<file path="src/rtl/ccg_sweep_ctrl_pkg.sv">
// Shared types and constants for the netlist equivalence sweep controller.
package ccg_sweep_ctrl_pkg;

  // Sweep controller states
  typedef enum logic [2:0] {
    ST_IDLE    = 3'd0,
    ST_DRIVE   = 3'd1,
    ST_SETTLE  = 3'd2,
    ST_CAPTURE = 3'd3,
    ST_FINISH  = 3'd4
  } state_e;

  // Signature register geometry: polynomial taps at bits 15, 14, 12 and 3
  localparam int                MISR_W    = 16;
  localparam logic [MISR_W-1:0] MISR_SEED = 16'hFFFF;
  localparam logic [MISR_W-1:0] MISR_TAPS = 16'hD008;

  // Width of the settle down-counter (SETTLE_CYC is limited to 0..15)
  localparam int SETTLE_W = 4;

  // One MISR step: shift left, feed back the XOR of the tapped bits, fold in the data word
  function automatic logic [MISR_W-1:0] misr_next(input logic [MISR_W-1:0] sig,
                                                  input logic [MISR_W-1:0] din);
    return {sig[MISR_W-2:0], ^(sig & MISR_TAPS)} ^ din;
  endfunction

endpackage

</file>
<file path="src/rtl/ccg_sweep_ctrl_if.sv">
// Bus between the sweep controller and the host / netlist harness.
interface ccg_sweep_ctrl_if #(
  parameter int N_IN  = 5,
  parameter int N_OUT = 12
);
  import ccg_sweep_ctrl_pkg::*;

  logic              start;
  logic              abort;
  logic [N_IN-1:0]   x_vec;
  logic [N_OUT-1:0]  f_ref;
  logic [N_OUT-1:0]  f_dut;
  logic              busy;
  logic              done;
  logic              aborted;
  logic [N_IN:0]     mismatch_cnt;
  logic [N_IN-1:0]   first_fail_vec;
  logic [N_OUT-1:0]  first_fail_mask;
  logic [MISR_W-1:0] signature;

  // Host side: requests runs and feeds back both netlists' responses
  modport master (
    output start, abort, f_ref, f_dut,
    input  x_vec, busy, done, aborted, mismatch_cnt, first_fail_vec, first_fail_mask, signature
  );

  // Controller side
  modport slave (
    input  start, abort, f_ref, f_dut,
    output x_vec, busy, done, aborted, mismatch_cnt, first_fail_vec, first_fail_mask, signature
  );

endinterface

</file>
<file path="src/rtl/ccg_misr16.sv">
// 16-bit multiple-input signature register compacting the resynthesised netlist outputs.
module ccg_misr16
  import ccg_sweep_ctrl_pkg::*;
(
  input  logic              clk,
  input  logic              rst_n,
  input  logic              init,
  input  logic              en,
  input  logic [MISR_W-1:0] din,
  output logic [MISR_W-1:0] sig
);

  logic [MISR_W-1:0] sig_q;
  logic [MISR_W-1:0] sig_d;

  // Next signature: reseed has priority over a compaction step
  always_comb begin
    sig_d = sig_q;
    if (init) begin
      sig_d = MISR_SEED;
    end else if (en) begin
      sig_d = misr_next(sig_q, din);
    end
  end

  // Signature register, reset to the seed
  always_ff @(posedge clk) begin
    if (!rst_n) begin
      sig_q <= MISR_SEED;
    end else begin
      sig_q <= sig_d;
    end
  end

  assign sig = sig_q;

endmodule

</file>
<file path="src/rtl/ccg_sweep_ctrl.sv">
// Exhaustive input sweep comparing a golden and a resynthesised netlist.
// Every input vector is driven, allowed to settle, then both output words
// are compared and the resynthesised outputs are folded into a MISR.
module ccg_sweep_ctrl
  import ccg_sweep_ctrl_pkg::*;
#(
  parameter int N_IN       = 5,
  parameter int N_OUT      = 12,
  parameter int SETTLE_CYC = 1
) (
  input logic             clk,
  input logic             rst_n,
  ccg_sweep_ctrl_if.slave bus
);

  localparam int                  CNT_W       = N_IN + 1;
  localparam logic [N_IN-1:0]     X_LAST      = {N_IN{1'b1}};
  localparam logic [SETTLE_W-1:0] SETTLE_LOAD = SETTLE_W'((SETTLE_CYC > 0) ? SETTLE_CYC - 1 : 0);

  state_e                state_q, state_d;
  logic [N_IN-1:0]       x_vec_q, x_vec_d;
  logic [SETTLE_W-1:0]   settle_cnt_q, settle_cnt_d;
  logic                  busy_q, busy_d;
  logic                  done_q, done_d;
  logic                  aborted_q, aborted_d;
  logic [CNT_W-1:0]      mm_cnt_q, mm_cnt_d;
  logic [N_IN-1:0]       ff_vec_q, ff_vec_d;
  logic [N_OUT-1:0]      ff_mask_q, ff_mask_d;

  logic [N_OUT-1:0]      diff;
  logic                  misr_init;
  logic                  misr_en;
  logic [MISR_W-1:0]     misr_din;
  logic [MISR_W-1:0]     misr_sig;

  assign diff = bus.f_ref ^ bus.f_dut;

  // f_dut zero-extended (or truncated) to the MISR width
  generate
    for (genvar gi = 0; gi < MISR_W; gi++) begin : g_din
      if (gi < N_OUT) begin : g_bit
        assign misr_din[gi] = bus.f_dut[gi];
      end else begin : g_zero
        assign misr_din[gi] = 1'b0;
      end
    end
  endgenerate

  // Sweep sequencing and result bookkeeping; abort overrides everything outside IDLE
  always_comb begin
    state_d      = state_q;
    x_vec_d      = x_vec_q;
    settle_cnt_d = settle_cnt_q;
    aborted_d    = aborted_q;
    mm_cnt_d     = mm_cnt_q;
    ff_vec_d     = ff_vec_q;
    ff_mask_d    = ff_mask_q;
    done_d       = 1'b0;
    misr_init    = 1'b0;
    misr_en      = 1'b0;

    case (state_q)
      ST_IDLE: begin
        // start beats a simultaneous abort; abort alone is ignored here
        if (bus.start) begin
          x_vec_d   = '0;
          mm_cnt_d  = '0;
          ff_vec_d  = '0;
          ff_mask_d = '0;
          aborted_d = 1'b0;
          misr_init = 1'b1;
          state_d   = ST_DRIVE;
        end
      end
      ST_DRIVE: begin
        settle_cnt_d = SETTLE_LOAD;
        state_d      = (SETTLE_CYC > 0) ? ST_SETTLE : ST_CAPTURE;
      end
      ST_SETTLE: begin
        if (settle_cnt_q == '0) begin
          state_d = ST_CAPTURE;
        end else begin
          settle_cnt_d = settle_cnt_q - SETTLE_W'(1);
        end
      end
      ST_CAPTURE: begin
        misr_en = 1'b1;
        if (diff != '0) begin
          mm_cnt_d = mm_cnt_q + CNT_W'(1);
          if (mm_cnt_q == '0) begin
            ff_vec_d  = x_vec_q;
            ff_mask_d = diff;
          end
        end
        // The last vector stays on x_vec so the sweep end is visible
        if (x_vec_q == X_LAST) begin
          state_d = ST_FINISH;
          done_d  = 1'b1;
        end else begin
          x_vec_d = x_vec_q + N_IN'(1);
          state_d = ST_DRIVE;
        end
      end
      ST_FINISH: begin
        state_d = ST_IDLE;
      end
      default: begin
        state_d = ST_IDLE;
      end
    endcase

    // Abort drops this cycle's capture entirely and returns to IDLE
    if (state_q != ST_IDLE && bus.abort) begin
      state_d      = ST_IDLE;
      aborted_d    = 1'b1;
      done_d       = 1'b0;
      misr_en      = 1'b0;
      x_vec_d      = x_vec_q;
      settle_cnt_d = settle_cnt_q;
      mm_cnt_d     = mm_cnt_q;
      ff_vec_d     = ff_vec_q;
      ff_mask_d    = ff_mask_q;
    end

    busy_d = (state_d != ST_IDLE);
  end

  // Controller state and registered outputs
  always_ff @(posedge clk) begin
    if (!rst_n) begin
      state_q      <= ST_IDLE;
      x_vec_q      <= '0;
      settle_cnt_q <= '0;
      busy_q       <= 1'b0;
      done_q       <= 1'b0;
      aborted_q    <= 1'b0;
      mm_cnt_q     <= '0;
      ff_vec_q     <= '0;
      ff_mask_q    <= '0;
    end else begin
      state_q      <= state_d;
      x_vec_q      <= x_vec_d;
      settle_cnt_q <= settle_cnt_d;
      busy_q       <= busy_d;
      done_q       <= done_d;
      aborted_q    <= aborted_d;
      mm_cnt_q     <= mm_cnt_d;
      ff_vec_q     <= ff_vec_d;
      ff_mask_q    <= ff_mask_d;
    end
  end

  ccg_misr16 u_misr (
    .clk   (clk),
    .rst_n (rst_n),
    .init  (misr_init),
    .en    (misr_en),
    .din   (misr_din),
    .sig   (misr_sig)
  );

  assign bus.x_vec           = x_vec_q;
  assign bus.busy            = busy_q;
  assign bus.done            = done_q;
  assign bus.aborted         = aborted_q;
  assign bus.mismatch_cnt    = mm_cnt_q;
  assign bus.first_fail_vec  = ff_vec_q;
  assign bus.first_fail_mask = ff_mask_q;
  assign bus.signature       = misr_sig;

endmodule
</file>
<file path="src/flat_wrapper.sv">
// flat-port wrapper written by rule: the top's interface ports become plain ports
module ccg_sweep_ctrl_flat import ccg_sweep_ctrl_pkg::*;
#(
  parameter int N_IN       = 5,
  parameter int N_OUT      = 12,
  parameter int SETTLE_CYC = 1
)
  (clk, rst_n, bus_start, bus_abort, bus_f_ref, bus_f_dut, bus_x_vec, bus_busy, bus_done, bus_aborted, bus_mismatch_cnt, bus_first_fail_vec, bus_first_fail_mask, bus_signature);
  ccg_sweep_ctrl_if #(.N_IN(N_IN), .N_OUT(N_OUT)) bus_i ();
  input logic clk;
  input logic rst_n;
  input wire logic [$bits(bus_i.start)-1:0] bus_start;
  input wire logic [$bits(bus_i.abort)-1:0] bus_abort;
  input wire logic [$bits(bus_i.f_ref)-1:0] bus_f_ref;
  input wire logic [$bits(bus_i.f_dut)-1:0] bus_f_dut;
  output wire logic [$bits(bus_i.x_vec)-1:0] bus_x_vec;
  output wire logic [$bits(bus_i.busy)-1:0] bus_busy;
  output wire logic [$bits(bus_i.done)-1:0] bus_done;
  output wire logic [$bits(bus_i.aborted)-1:0] bus_aborted;
  output wire logic [$bits(bus_i.mismatch_cnt)-1:0] bus_mismatch_cnt;
  output wire logic [$bits(bus_i.first_fail_vec)-1:0] bus_first_fail_vec;
  output wire logic [$bits(bus_i.first_fail_mask)-1:0] bus_first_fail_mask;
  output wire logic [$bits(bus_i.signature)-1:0] bus_signature;
  assign bus_i.start = bus_start;
  assign bus_i.abort = bus_abort;
  assign bus_i.f_ref = bus_f_ref;
  assign bus_i.f_dut = bus_f_dut;
  assign bus_x_vec = bus_i.x_vec;
  assign bus_busy = bus_i.busy;
  assign bus_done = bus_i.done;
  assign bus_aborted = bus_i.aborted;
  assign bus_mismatch_cnt = bus_i.mismatch_cnt;
  assign bus_first_fail_vec = bus_i.first_fail_vec;
  assign bus_first_fail_mask = bus_i.first_fail_mask;
  assign bus_signature = bus_i.signature;
  ccg_sweep_ctrl #(.N_IN(N_IN), .N_OUT(N_OUT), .SETTLE_CYC(SETTLE_CYC)) u_core (.clk(clk), .rst_n(rst_n), .bus(bus_i));
endmodule
</file>
<file path="config.mk">
export PLATFORM = sky130hd
export DESIGN_NAME = ccg_sweep_ctrl_flat
export DESIGN_NICKNAME = d
export VERILOG_FILES = /design/src/rtl/ccg_sweep_ctrl_pkg.sv /design/src/rtl/ccg_sweep_ctrl_if.sv /design/src/rtl/ccg_misr16.sv /design/src/rtl/ccg_sweep_ctrl.sv /design/src/flat_wrapper.sv
export SDC_FILE = /design/constraint.sdc
export NUM_CORES = 1
export LEC_CHECK = 0
export ABC_AREA = 1
export BUFFER_PORTS_ARGS = -buffer_cell sky130_fd_sc_hd__buf_2
export CORE_UTILIZATION = 53
export DETAILED_ROUTE_END_ITERATION = 10
export PLACE_DENSITY = 0.87
export SETUP_SLACK_MARGIN = 0.15
export SYNTH_ARGS = -nofsm -noshare
export SYNTH_HDL_FRONTEND = slang
export SYNTH_HIERARCHICAL = 1
export SYNTH_SLANG_ARGS = --single-unit
</file>
<file path="constraint.sdc">
create_clock -name clk -period 1.8 [get_ports clk]
set_input_delay 0.18 -clock clk [delete_from_list [all_inputs] [get_ports clk]]
set_output_delay 0.18 -clock clk [all_outputs]
set_load 0.01 [all_outputs]
</file>
======== After elaboration in Yosys (flattened, before gate mapping) ========
Index checks and enable logic that the tools add are counted.
cells by class
  add/sub/neg operators ................... 3
  equality and inequality tests ........... 9
  mux-type cells .......................... 28
  bitwise gates (word level) .............. 5
  reduce and logical (&&, ||, !) cells .... 19
operator list
  kind                 count
  $mux 12              3
  $pmux 12 s2          1
  $mux 5               4
  $pmux 5 s2           2
  $reduce_xor 16->1    1
  $xor 16x12->16       1
  $mux 3               4
  $mux 6               2
  $pmux 3 s4           1
  $pmux 6 s2           1
  $reduce_bool 12->1   1
  $xor 12x12->12       1
  $mux 1               8
  $pmux 4 s2           1
  $reduce_and 4->1     2
  $reduce_bool 2->1    4
  $add 6x1->6 const B  1
  $eq 3x2->1 const B   2
  $logic_not 6->1      1
  $ne 2x2->1 const B   3
  $reduce_bool 3->1    2
  $add 5x1->5 const B  1
  $eq 5x5->1 const B   1
  $reduce_and 5->1     1
  other kinds (12)     15
word-level totals
  bits in registers ....................... 54
  bits of input ports ..................... 28
  output and inout bits ................... 47
  logic and storage cells ................. 74

======== Longest topological paths before layout ========
  word-level depth ........................ 5
  depth in mapped cells ................... 11
  depth with buffers taken out ............ 10

======== By module ========
Netlist, hierarchy kept.
modules (own cells, without submodules)
  module          times used  cells each  area an instance (um^2)  seq. area each (um^2)
  ccg_sweep_ctrl  1           330         2143.3                   760.7
  ccg_misr16      1           102         785.8                    320.3

======== Worst setup path before layout ========
No wires, ideal clock.
  path kind ............................... register -> register
  start ................................... register u_core.x_vec_q[0] (netlist: u_core/bus.x_vec[0])
  end ..................................... register u_core.x_vec_q[0] (netlist: u_core/bus.x_vec[0])
  library setup time ...................... 0.086 ns
  arrival ................................. 1.500 ns
  data required time ...................... 1.714 ns
  path slack .............................. 0.215 ns
  cell stages (with the launch flop) ...... 9
  path buffers ............................ 0
  clock period less this slack ............ 1.585 ns
  cells stage by stage .................... dfxtp_1 -> ha_1 -> inv_1 -> nor3_1 -> ha_1 -> or2_2 -> nor2_1 -> nor2_1 -> a211oi_1
between the ends
  longest elaborated chain between the ends .. 3
  elaborated cells between the ends (all ways) .. 6
  those cells by class .................... 1 x add/sub; 2 x eq/ne; 2 x mux; 1 x reduce/logical
RTL lines
  element                                                RTL line                                     text
  from (decl)                                            ccg_sweep_ctrl.sv:21                         logic [N_IN-1:0] x_vec_q, x_vec_d;
  from (signal assigned)                                 ccg_sweep_ctrl.sv:142                        x_vec_q <= x_vec_d;
  $add 5x1->5 / $eq 5x5->1 (equally long branches)       ccg_sweep_ctrl.sv:100, ccg_sweep_ctrl.sv:96
  $mux 5 / $ne 2x2->1 (equally long branches)            --
  $pmux 5 s2 / $reduce_and 4->1 (equally long branches)  --
Several ways; a longest one is shown, not always the timed one. The select of a mux whose other input is x is not followed.
A chain may end at the register's enable or synchronous reset.

======== Worst setup path after layout ========
  start ................................... register u_core.state_q[2]
  end ..................................... register u_core.ff_mask_q[4] (netlist: u_core/bus.first_fail_mask[4])
between the ends
  longest elaborated chain between the ends .. 4
  elaborated cells between the ends (all ways) .. 11
  those cells by class .................... 4 x eq/ne; 1 x mux; 1 x bitwise; 5 x reduce/logical
RTL lines
  element                                                   RTL line               text
  from (decl)                                               ccg_sweep_ctrl.sv:20   state_e state_q, state_d;
  from (signal assigned)                                    ccg_sweep_ctrl.sv:141  state_q <= state_d;
  branches (longest 4 deep; another with $reduce_and 5->1)  --
  to (signal assigned)                                      ccg_sweep_ctrl.sv:149  ff_mask_q <= ff_mask_d;
  to (decl)                                                 ccg_sweep_ctrl.sv:28   logic [N_OUT-1:0] ff_mask_q, ff_mask_d;
Several ways; the timed one is not identified.

==> flow_summary.json <==
{
  "dp.cells": 576,
  "dr.first_iter.drc_count": 177,
  "drc_errors": 0,
  "cp_top_family": "buffers and inverters",
  "grt_pass1_vias": 2618,
  "place.gp.congestion": 0.892,
  "setup_viol": 0,
  "diodes": 0,
  "maxCapViolCount": 0,
  "r2r_end": "u_core/bus.first_fail_mask[4]",
  "antenna_found_initial": 0,
  "fmax_mhz": 631,
  "fin_nets": 567,
  "track_usage_pct": 23.3,
  "syn-mean-instance-area_sq_um": 6.78,
  "yosysMostFrequentCell": "nand2_1",
  "stdcell_area_sq_um": 3690,
  "crit_path_max_fanout": 13,
  "setup_tns_ns": 0,
  "period_share_pct": 88.1,
  "critPathKind": "flop to flop",
  "cp_common_cell": "inv_2",
  "start_kind": "flop",
  "hp-class": "primary input to flop",
  "synthFlopType": "dfxtp_1",
  "power_density_nw_per_um2": 769,
  "netlist_area_sq_um": 2930,
  "yosysTopAreaCell": "dfxtp_1",
  "power_mw": 2.84,
  "totalWireLength_um": 7340,
  "hold_viol": 0,
  "slowest_stage": "dfxtp_2",
  "drv_slew": 0,
  "die_h_um": 76.3,
  "vias_per_cell": 5.03,
  "synth_edf_count": 0,
  "crit_arrival_ns": 1.85,
  "final_antenna_net_count": 0,
  "r2r_slack_ns": 0.21,
  "regArea_sq_um": 1090,
  "post-dp-hpwl_um": 4900,
  "pre_cts_slack_ns": 0.124,
  "die_area_sq_um": 5830,
  "required_ns": 2.06,
  "multi_input_comb_area_sq_um": 1620,
  "die_w_um": 76.3,
  "status": "finished, final reports clean",
  "first_pass_iters": 5,
  "hold_start": "bus_f_dut[6]",
  "clk_path_buf_depth": 2,
  "r2r_start": "u_core/state_q[2]",
  "overflow": 0,
  "async_flop_share_pct": 0,
  "holdPathEnd": "u_core/u_misr/sig[6]",
  "r2r_cells": 10,
  "stdcell_count": 604,
  "whs_path_depth": 3,
  "leakagePower_nw": 1.76,
  "synth_common_cells": "nand2_1 (113), inv_1 (60), dfxtp_1 (54), nor2_1 (54), a21oi_1 (29)",
  "dpl_cell_area_sq_um": 3370,
  "layout_setup_ws_ns": 0.214,
  "vias": 3038,
  "io_pins": 75,
  "numPortBuffers": 74,
  "synth.area.top_cells": "dfxtp_1 (37%), nand2_1 (14%), inv_1 (7.7%), nor2_1 (6.9%), a21oi_1 (5.0%)",
  "grt_pass1_wl_um": 11100,
  "post_drt_wl_per_cell_um": 12.2,
  "finClkSkew_ns": 0.0122,
  "synth_seq_area_share_pct": 36.9,
  "cts_root_buffer": "clkbuf_8",
  "synth_seq_cells": 54,
  "layout-drive-gt1-share_pct": 28.1,
  "grt_max_degree": 30,
  "holdBufCountCts": 0,
  "crit_buf_inv": 5,
  "coreArea_sq_um": 5200,
  "htree_levels": 2,
  "synthCells": 432,
  "cts_tree": "done",
  "clock_sinks": 54,
  "cts_made_buffers": 5,
  "cts.reportedPaths.clkPinSlew_ns": 0.10,
  "rows": 26,
  "synth.top_cell.area_share_pct": 36.9,
  "start_util_pct": 56.3,
  "worstPathCellList": "inv_2 > nand3_4 > inv_2 > buf_4 > o31ai_4 > buf_6 > buf_2 > nand4_1 > nand2_1 > nor2_1",
  "fin_crit_ns": 1.59,
  "syn2layout_area_growth_pct": 25.9,
  "max_stage_delay_ns": 0.35,
  "yosysWarningCount": 6,
  "synth_cell_types": 28,
  "worstSetupEndpointType": "flop",
  "vdd_drop_max_uv": 470,
  "n_fill_cell": 410,
  "clk_latency_ns": 0.32,
  "rsz0062_at_grt": "yes"
}
[worst max path at each step]
stage	from	endpoint	slack (ns)	cells after the start
2_1_floorplan	u_core/bus.x_vec[0]	u_core/bus.x_vec[0]	0.21	8
3_3_place_gp	u_core/bus.x_vec[0]	u_core/bus.x_vec[0]	0.20	8
3_5_place_dp	u_core/bus.x_vec[0]	u_core/bus.x_vec[0]	0.12	8
4_1_cts	u_core/bus.x_vec[1]	u_core/bus.x_vec[3]	0.15	10
5_1_grt	u_core/bus.x_vec[0]	u_core/bus.x_vec[3]	0.05	10
6_report	u_core/state_q[2]	u_core/bus.first_fail_mask[4]	0.21	10
[where the power goes]
part	switching (mW)	internal (mW)	total, mW
combinational	0.490	0.325	0.815
sequential	0.0649	1.29	1.36
clock	0.398	0.263	0.661
[worst reg2reg max path, cell delays in order, from the launching register on]
cell and delay [ns]:
dfxtp_2 0.35, inv_2 0.10, nand3_4 0.13, inv_2 0.09, buf_4 0.20, o31ai_4 0.13
buf_6 0.15, buf_2 0.14, nand4_1 0.10, nand2_1 0.06, nor2_1 0.09
[sequential cells by signal, indices dropped and copies added (netlist names), 3 cells and up]
name	flops
u_core/bus.first_fail_mask	12
u_core/bus.first_fail_vec	5
u_core/bus.mismatch_cnt	6
u_core/bus.x_vec	5
u_core/settle_cnt_q	4
u_core/state_q	3
u_core/u_misr/sig	16
[area by class of cell]
class | instances | share of cell area (%)
clock buffers | 5 | 1.87
clock inverters | 2 | 0.271
inverters | 65 | 6.78
multi-input cells | 310 | 44.0
flip-flops and latches | 54 | 29.6
well taps | 70 | 2.37
repair buffers | 98 | 15.1
[through the flow]
stage	util, %	hold slack, ns
floorplan	-	0.312
global placement	64.7	0.436
detailed placement	64.7	0.439
CTS	66.7	0.113
global route	70.9	0.132
finish	70.9	0.114
[placed cells by master, fill, tap and decap left out, drive strengths merged, types with 8 or more instances in the layout]
master and n:
a21oi 39, buf 98, conb 8, dfxtp 54, inv 64, nand2 113
nand3 31, nand4 11, nor2 56, o21ai 20, xnor2 8
[routing by layer]
layer	track usage [%]	part of all wire [%]	routed length, um	up-vias
met5	0	0	0	-
li1	-	-	-	1559
met2	42.3	51	3710	102
met3	4.79	5.5	406	16
met1	26.7	42	3100	1361
met4	8.85	1.7	124	0
[logic make-up after synthesis]
kind of cell / after synthesis / synth area share (%)
other: 1 / 0.128
xor gates and xnor gates: 13 / 3.89
and+or+nand+nor: 217 / 32.1
buffers and inverters: 78 / 11.4
DFF: 54 / 36.9
adders and majority gates: 5 / 2.14
AOI/OAI and AO/OA: 64 / 13.5
[repair_timing]
item / in CTS / in global routing
gates cloned: 0 / 4
pin swaps: 0 / 5
buffers inserted: 2 / 15
endpoints found under the hold margin: 0 / 0
endpoints found under the setup margin: 8 / 48
gates resized for setup: 4 / 24
(Power assumes the default switching activity.)
